[src/rtl/compress_stage_ctrl.sv]
`default_nettype none
// compress_stage_ctrl: block sequencer feeding word pairs into the matching stage
// and tracking result validity out to the packer. Rev 1.0
module compress_stage_ctrl #(
  parameter int WIDTH       = 64,
  parameter int BLOCK_PAIRS = 512,
  parameter int PIPE_LAT    = 2,
  parameter int CNT_W       = 10
) (
  input  logic             i_clk,
  input  logic             i_reset,
  input  logic             i_start,
  input  logic             i_abort,
  input  logic             i_in_valid,
  input  logic [WIDTH-1:0] i_in_data,
  output logic             o_in_ready,
  output logic [WIDTH-1:0] o_word,
  output logic             o_stage_en,
  output logic             o_dict_wr_en,
  output logic             o_dict_clear,
  input  logic             i_out_ready,
  output logic             o_out_valid,
  output logic             o_out_last,
  output logic             o_busy,
  output logic             o_done
);

  typedef enum logic [2:0] {
    IDLE  = 3'd0,
    CLEAR = 3'd1,
    RUN   = 3'd2,
    DRAIN = 3'd3,
    DONE  = 3'd4
  } state_t;

  localparam logic [CNT_W-1:0] LAST_IDX = CNT_W'(BLOCK_PAIRS - 1);

  state_t              state;
  state_t              next_state;
  logic [CNT_W-1:0]    cnt;
  logic [PIPE_LAT-1:0] vld;
  logic [PIPE_LAT-1:0] lst;
  logic                wr_en;
  logic                advance;
  logic                in_ready;
  logic                stage_en;
  logic                accept;
  logic                take;
  logic                last_take;
  logic                aborting;

  // The stage may move whenever its output slot is empty or being drained.
  assign advance   = !vld[PIPE_LAT-1] || i_out_ready;
  assign aborting  = i_abort && (state != IDLE);
  assign accept    = i_in_valid && in_ready;
  assign take      = accept && !i_abort;
  assign last_take = take && (cnt == LAST_IDX);

  always_comb begin
    next_state = state;
    in_ready   = 1'b0;
    stage_en   = 1'b0;
    case (state)
      IDLE: begin
        if (i_start) next_state = CLEAR;
      end
      CLEAR: begin
        next_state = RUN;
      end
      RUN: begin
        in_ready = advance;
        stage_en = advance;
        if (i_in_valid && advance && (cnt == LAST_IDX)) next_state = DRAIN;
      end
      DRAIN: begin
        stage_en = advance;
        if (vld == '0) next_state = DONE;
      end
      DONE: begin
        next_state = IDLE;
      end
      default: begin
        next_state = IDLE;
      end
    endcase
    if (aborting) next_state = IDLE;
  end

  always_ff @(posedge i_clk or negedge i_reset) begin
    if (!i_reset) begin
      state  <= IDLE;
      cnt    <= '0;
      vld    <= '0;
      lst    <= '0;
      wr_en  <= 1'b0;
      o_word <= '0;
    end else begin
      state <= next_state;
      wr_en <= take;
      if (aborting) begin
        cnt <= '0;
        vld <= '0;
        lst <= '0;
      end else begin
        if (state == CLEAR) cnt <= '0;
        if (take) begin
          o_word <= i_in_data;
          cnt    <= last_take ? '0 : cnt + 1'b1;
        end
        if (stage_en) begin
          for (int i = PIPE_LAT - 1; i > 0; i--) begin
            vld[i] <= vld[i-1];
            lst[i] <= lst[i-1];
          end
          vld[0] <= take;
          lst[0] <= last_take;
        end
      end
    end
  end

  assign o_in_ready   = in_ready;
  assign o_stage_en   = stage_en;
  assign o_dict_wr_en = wr_en;
  assign o_dict_clear = (state == CLEAR);
  assign o_out_valid  = vld[PIPE_LAT-1];
  assign o_out_last   = lst[PIPE_LAT-1];
  assign o_busy       = (state != IDLE);
  assign o_done       = (state == DONE);

endmodule
`default_nettype wire

[config.mk]
export PLATFORM = sky130hd
export DESIGN_NAME = compress_stage_ctrl
export DESIGN_NICKNAME = d
export VERILOG_FILES = /design/src/rtl/compress_stage_ctrl.sv
export SDC_FILE = /design/constraint.sdc
export NUM_CORES = 1
export LEC_CHECK = 0
export ABC_CLOCK_PERIOD_IN_PS = 2600
export CAP_MARGIN = 20
export CORE_ASPECT_RATIO = 1.75
export CORE_UTILIZATION = 42
export CTS_CLUSTER_SIZE = 20
export DETAILED_ROUTE_END_ITERATION = 16
export HOLD_SLACK_MARGIN = 0.12
export PLACE_DENSITY = 0.86
export RECOVER_POWER = 50
export SYNTH_ARGS = -nofsm -noshare
export SYNTH_HDL_FRONTEND = slang
export SYNTH_SLANG_ARGS = --single-unit
[constraint.sdc]
create_clock -name i_clk -period 2.6 [get_ports i_clk]
set_clock_uncertainty 0.15 [all_clocks]
set_input_delay 0.52 -clock i_clk [delete_from_list [all_inputs] [get_ports i_clk]]
set_output_delay 0.52 -clock i_clk [all_outputs]
set_load 0.05 [all_outputs]
==> run_results.csv, run 1 <==
group,metric,value,unit
status,outcome,"complete, no violations",
clock_network,numCtsBuffers,9,
setup_path,path_cells,"clkdlybuf4s50_1, nor2b_1, nand3b_1, clkbuf_1, inv_1, buf_12",
setup_path,cp_data_arrival_time,1.84,ns
finish,syn2layout_area_growth,55.3,%
yosys,synth_xor_area_frac,0.00262,
global_route,grt_max_degree,50,
global_route,grt_pass1_wl,14.1,mm
global_route,grt_pass1_vias,3036,
clock_network,clockBufferDepth,2,
sta,min_period_over_period,0.964,
power_and_ir_drop,p_int,3.69,mW
setup_path,crit_path_max_incr_delay,0.41,ns
yosys,syn_avg_cell_area,8.96,µm²
floorplan,row_count,42,
routing,via_per_inst,4.92,
global_route,grt-ovfl-total,0,
floorplan,ios,142,
finish,fin_nets,589,
yosys,synth_compound_area_frac,0.0536,
power_and_ir_drop,clkPwrFrac,0.190,
yosys,syn_inst,373,
finish,final_area,0.00519,mm²
global_route,groute.usage.overall,0.215,
yosys,synthSimpleGateAreaFrac,0.282,
clock_network,cts.clk_slew.worst_paths,0.05,ns
setup_path,r2r_start,"state[0]",
yosys,ys_ff_latch,82,
placed_design,place_congestion,0.859,
power_and_ir_drop,leakagePower,2.60,nW
global_route,antenna_found_initial,0,
hold_path,min_path_type,"flop to flop",
routing,drc_errors,0,
finish,drive_above_1_share,0.0535,
routing,drt_pre_antenna_iters,4,
placed_design,dp_cells,594,
run,maxCapViolations,0,
power_and_ir_drop,power.density,1310,mW/mm²
routing,wl_per_cell,13.8,µm
setup_path,cpMaxStageDelayCell,"clkdlybuf4s50_1",
power_and_ir_drop,p_sw_frac,0.459,
sta,max_slew.worst_pin.slew,0.818,ns
setup_path,crit_type,"input pin to output pin",
clock_network,cts_max_level,3,
yosys,synth_fa_ha_area_frac,0.00375,
sta,maxSlewViolCount,0,
clock_network,clockRootBuffer,"clkbuf_16",
routing,finalWirelength,8.43,mm
routing,drt_iter0_drc,134,
yosys,yosysWarnings,0,
clock_network,post_cts_buffers,0,
floorplan,die-area,0.00833,mm²
finish,n_antenna_cell,0,
yosys,postSynthNetCount,444,
hold_path,min_from,"o_word[57]",
floorplan,fp.dieH,120,µm
setup_path,path_buf_inv,4,
setup_path,crit_start,"i_out_ready",
routing,num_vias,3005,
routing,detail-route-antenna-nets,0,
clock_network,cts_tree,"built",
power_and_ir_drop,p_switching,3.13,mW
setup_path,cp-end-kind,"output pin",
placed_design,place.detailed.hpwl,6.28,mm
power_and_ir_drop,power_frac_seq,0.297,
clock_network,clock-sinks,82,
sta,finalCriticalPeriod,2.51,ns
setup_path,crit_family,"buffers and inverters",
yosys,synth_cell_types,34,
sta,rsz0062_at_grt,"no",
yosys,muxShareOfSynthArea,0.00599,
yosys,ys_seq_area_frac,0.614,
setup_path,crit_fanout,5,
yosys,synth_top_family_by_area,"simple AND/OR/NAND/NOR gates",
sta,slew_headroom,0.455,
sta,hold_viol_final,0,
yosys,syn-cell-area,0.00334,mm²
finish,final_cell_count_no_fill,611,
sta,max_freq,399,MHz
floorplan,initial_utilization,0.438,
power_and_ir_drop,comb_power_share,0.513,
setup_path,required,1.93,ns
floorplan,die_w,69.4,µm
placed_design,placed_cell_area,0.00489,mm²
sta,setup_violations,0,
sta,hold_ws,0.319,ns
floorplan,core-area,0.00762,mm²
placed_design,portBuffers,141,
clock_network,clkLatencyLatePin,0.32,ns
power_and_ir_drop,vdd_drop_max,781,µV
setup_path,start_kind,"input pin",
[worst min-delay path, stage by stage, from the launching register on]
cell and delay [ns]:
dfrtp_1 0.33, nand2_1 0.05, nand2_1 0.06
[Yosys cell counts]
master    instances  area share
a211o_1           1      0.0026
a21o_1            2      0.0045
a21oi_1           5      0.0075
a31oi_1           2      0.0037
a32o_1            1      0.0030
and3_1            2      0.0037
buf_2             5      0.0075
buf_4             3      0.0067
buf_6             3       0.010
clkbuf_1          7      0.0079
clkinv_2          1      0.0015
dfrtp_1          82        0.61
ha_1              1      0.0037
inv_1             4      0.0045
mux2i_1           2      0.0060
nand2_1         203        0.23
nand2b_1          2      0.0037
nand2b_4          1      0.0041
nand3_1           4      0.0060
nand3b_1          1      0.0022
nand4_1           2      0.0037
nor2_1           10       0.011
nor2b_1           1      0.0019
nor3_1            3      0.0045
nor4_1            1      0.0019
nor4b_1           1      0.0026
o21ai_0          13       0.019
o21ai_1           2      0.0030
o221ai_1          1      0.0026
o31ai_1           1      0.0022
o41ai_2           1      0.0049
or3_1             3      0.0056
or4_1             1      0.0022
xnor2_1           1      0.0026
[worst paths after layout]
kind,to,slack [ns],depth (start not counted)
max,o_stage_en,0.09,6
min reg2reg,o_word[57],0.32,2
max in group asynchronous,o_word[50],0.42,3
max reg2reg,cnt[9],0.41,5
min,o_word[57],0.32,2
min in group asynchronous,vld[1],0.67,2
[power by group through the flow]
stage	clock, mW	combinational [mW]	sequential, mW
6_report	1.30	3.50	2.02
5_1_grt	1.39	3.67	2.08
4_1_cts	1.33	3.60	2.03
3_5_place_dp	0	3.60	2.05
3_3_place_gp	0	3.53	2.03
2_1_floorplan	0	0.718	3.57
[logic make-up after synthesis]
family                     Yosys count
muxes                                2
DFF                                 82
AOI/OAI and AO/OA                   29
and+or+nand+nor                    235
buffers and inverters               23
xor gates and xnor gates             1
adders and majority gates            1
[cells in the final DEF (no fill, tap or decap), types with 4 or more instances in the layout]
master	instances
dlygate4sd3_1	29
dfrtp_1	82
buf_4	4
clkbuf_16	9
a21oi_1	5
nand3_1	4
clkbuf_8	4
nand2_1	203
o21ai_0	13
nor2_1	10
clkbuf_1	5
inv_1	4
buf_12	4
clkdlybuf4s50_1	108
[stage by stage]
stage | setup WS [ns] | setup TNS [ns] | util | total power [mW]
global placement | 0.0533 | 0 | 0.641 | 5.56
global route | 0.00630 | 0 | 0.681 | 7.15
detailed placement | -0.0443 | -0.111 | 0.641 | 5.65
CTS | 0.0547 | 0 | 0.684 | 6.97
floorplan | 0.166 | 0 | - | 4.29
finish | 0.0929 | 0 | 0.681 | 6.82
[per-layer routing]
layer | up-vias | track usage | share of wire
li1 | 1467 | - | -
met1 | 1407 | 0.243 | 0.39
met3 | 15 | 0.0361 | 0.052
met2 | 116 | 0.379 | 0.54
met5 | - | 0 | 0
met4 | 0 | 0.121 | 0.025
[flip-flops by register name, indices dropped and copies added, names as in the netlist]
signal        count
o_word           64
cnt              10
state             3
lst               2
vld               2
o_dict_wr_en      1
[timing repair]
item | in CTS | in global routing
gates resized for setup | 1 | 1
hold buffers | 1 | 0
setup endpoints to repair | 1 | 1
pin swaps | 0 | 0
hold endpoints to repair | 33 | 0
[cell type report]
type	instances	area, µm²
clock buffers	15	288
clock inverters	1	30.0
multi-input cells	268	1160
repair buffers	152	1530
inverters	5	20.0
well taps	88	110
flip-flops and latches	82	2050
fillers	612	2430
Note: power is estimated with default switching activity, not from simulation.
==> run 2, diff against run 1 <==
--- a/config.mk
+++ b/config.mk
@@ -6,7 +6,6 @@
 export NUM_CORES = 1
 export LEC_CHECK = 0
 export ABC_CLOCK_PERIOD_IN_PS = 2600
-export CAP_MARGIN = 20
 export CORE_ASPECT_RATIO = 1.75
 export CORE_UTILIZATION = 42
 export CTS_CLUSTER_SIZE = 20
==> results of run 2 <==
Same layout as run 1: the final DEF is identical, and so are final timing and power.
==> run 3, diff against run 2 <==
--- a/config.mk
+++ b/config.mk
@@ -7,11 +7,13 @@
 export LEC_CHECK = 0
 export ABC_CLOCK_PERIOD_IN_PS = 2600
 export CORE_ASPECT_RATIO = 1.75
-export CORE_UTILIZATION = 42
+export CORE_UTILIZATION = 50
+export CTS_BUF_LIST = sky130_fd_sc_hd__clkbuf_2 sky130_fd_sc_hd__clkbuf_4 sky130_fd_sc_hd__clkbuf_8
 export CTS_CLUSTER_SIZE = 20
 export DETAILED_ROUTE_END_ITERATION = 16
+export DONT_BUFFER_PORTS = 1
 export HOLD_SLACK_MARGIN = 0.12
-export PLACE_DENSITY = 0.86
+export PLACE_DENSITY = 0.72
 export RECOVER_POWER = 50
 export SYNTH_ARGS = -nofsm -noshare
 export SYNTH_HDL_FRONTEND = slang
==> run_results.csv, run 3 (synthesis results as in run 1) <==
group,metric,value,unit
status,outcome,"complete, no violations",
global_route,groute.usage.overall,0.219,
sta,min_period_over_period,0.874,
finish,final_common_cell,"nand2_1",
hold_path,min_from,"i_in_data[57]",
clock_network,cts.clk_slew.worst_paths,0.07,ns
sta,slew_headroom,0.288,
run,maxCapViolations,0,
setup_path,cp-end-kind,"output pin",
sta,rsz0062_at_grt,"no",
placed_design,portBuffers,0,
setup_path,r2r_slack,0.38,ns
finish,multi_input_area,0.00116,mm²
setup_path,required,1.93,ns
setup_path,r2r_start,"state[0]",
routing,drt_pre_antenna_iters,4,
finish,largest_reg_flops,64,
clock_network,cts_max_level,3,
global_route,antenna_found_initial,0,
routing,drc_errors,0,
floorplan,core-area,0.00649,mm²
clock_network,cts_tree,"built",
clock_network,clkLatencyLatePin,0.35,ns
setup_path,crit_path_end,"o_stage_en",
finish,syn2layout_area_growth,26.4,%
power_and_ir_drop,leakagePower,2.20,nW
routing,detail-route-antenna-nets,0,
sta,setup_violations,0,
global_route,grt_max_degree,83,
clock_network,clockBufferDepth,2,
setup_path,reg2reg_to,"cnt[8]",
finish,final_area,0.00422,mm²
routing,via_per_inst,5.09,
setup_path,start_kind,"flop",
setup_path,crit_fanout,6,
floorplan,die_w,63.8,µm
clock_network,clock-sinks,82,
setup_path,crit_start,"vld[1]",
routing,finalWirelength,7.58,mm
finish,final_cell_mix,"nand2_1 (203), dfrtp_1 (82), dlygate4sd3_1 (57), o21ai_0 (13), buf_4 (11)",
floorplan,row_count,39,
floorplan,fp.dieH,110,µm
finish,n_fill_cell,510,
power_and_ir_drop,power.density,1330,mW/mm²
placed_design,placed_cell_area,0.00343,mm²
sta,hold_viol_final,0,
global_route,grt-ovfl-total,0,
clock_network,clockRootBuffer,"clkbuf_8",
sta,finalCriticalPeriod,2.27,ns
clock_network,cts_resized,0,
global_route,grt_pass1_wl,11.5,mm
placed_design,place_congestion,0.816,
routing,num_vias,2661,
setup_path,r2r_cells,6,
clock_network,numCtsBuffers,9,
power_and_ir_drop,vdd_drop_max,998,µV
placed_design,place.detailed.hpwl,4.65,mm
sta,maxSlewViolCount,0,
routing,drt_iter0_drc,156,
global_route,grt_pass1_vias,2527,
finish,fin_nets,507,
finish,top_register,"o_word",
sta,final.setup.tns,0,ns
floorplan,initial_utilization,0.515,
floorplan,ios,142,
sta,max_freq,440,MHz
finish,drive_above_1_share,0.0726,
finish,n_antenna_cell,0,
setup_path,crit_type,"flop to output pin",
floorplan,die-area,0.00703,mm²
finish,top_regs,"o_word (64), cnt (10), state (3)",
finish,seq_area,0.00205,mm²
routing,wl_per_cell,14.5,µm
hold_path,min_path_type,"input pin to flop",
setup_path,cp_data_arrival_time,1.60,ns
sta,max_slew.worst_pin.slew,1.07,ns
[run 3: repair_timing]
action / CTS / global route
setup endpoints to repair: 0 / 0
endpoints found under the hold margin: 139 / 0
hold buffers: 58 / 0
buffers inserted: 0 / 0
[run 3: per-stage QoR]
step,power (mW),utilization,std cells,setup WS (ns),hold WS (ns)
after global routing,5.89,0.651,523,0.224,0.124
after detailed placement,4.55,0.528,449,0.340,0.0763
final,5.63,0.651,523,0.328,0.137
after floorplan,4.29,-,373,0.166,0.0744
after CTS,5.66,0.655,523,0.303,0.120
after global placement,4.50,0.528,449,0.395,0.0758
[run 3: cell type report]
class | instances | share of cell area
clock buffer | 11 | 0.0344
timing repair buffer | 70 | 0.157
tap | 82 | 0.0243
multi-input combinational | 268 | 0.275
sequential | 82 | 0.486
inverter | 5 | 0.00474
clock inverter | 5 | 0.0184
[run 3: where the power goes]
group / switching (mW) / total [mW] / internal (mW)
clock: 0.425 / 0.999 / 0.574
sequential: 1.95 / 3.67 / 1.71
combinational: 0.612 / 0.970 / 0.358
[run 3: how the worst min path moves through the flow]
stage / cells past startpoint / end
after global routing: 2 / o_word[51]
after CTS: 2 / o_word[51]
after floorplan: 0 / cnt[0]
after global placement: 0 / o_word[45]
final: 2 / o_word[57]
after detailed placement: 0 / o_word[49]
[run 3: critical path, cell delays in order (launching register included)]
cell and delay (ns):
dfrtp_1 0.37, nor2b_1 0.15, nand3b_1 0.31, inv_1 0.42
[run 3: layer usage]
layer  global-route usage  up-vias  share of wire
li1                     -     1297              -
met3               0.0648       10          0.070
met1                0.239     1231           0.40
met4                0.140        0          0.014
met5                    0        -              0
met2                0.370      123           0.52
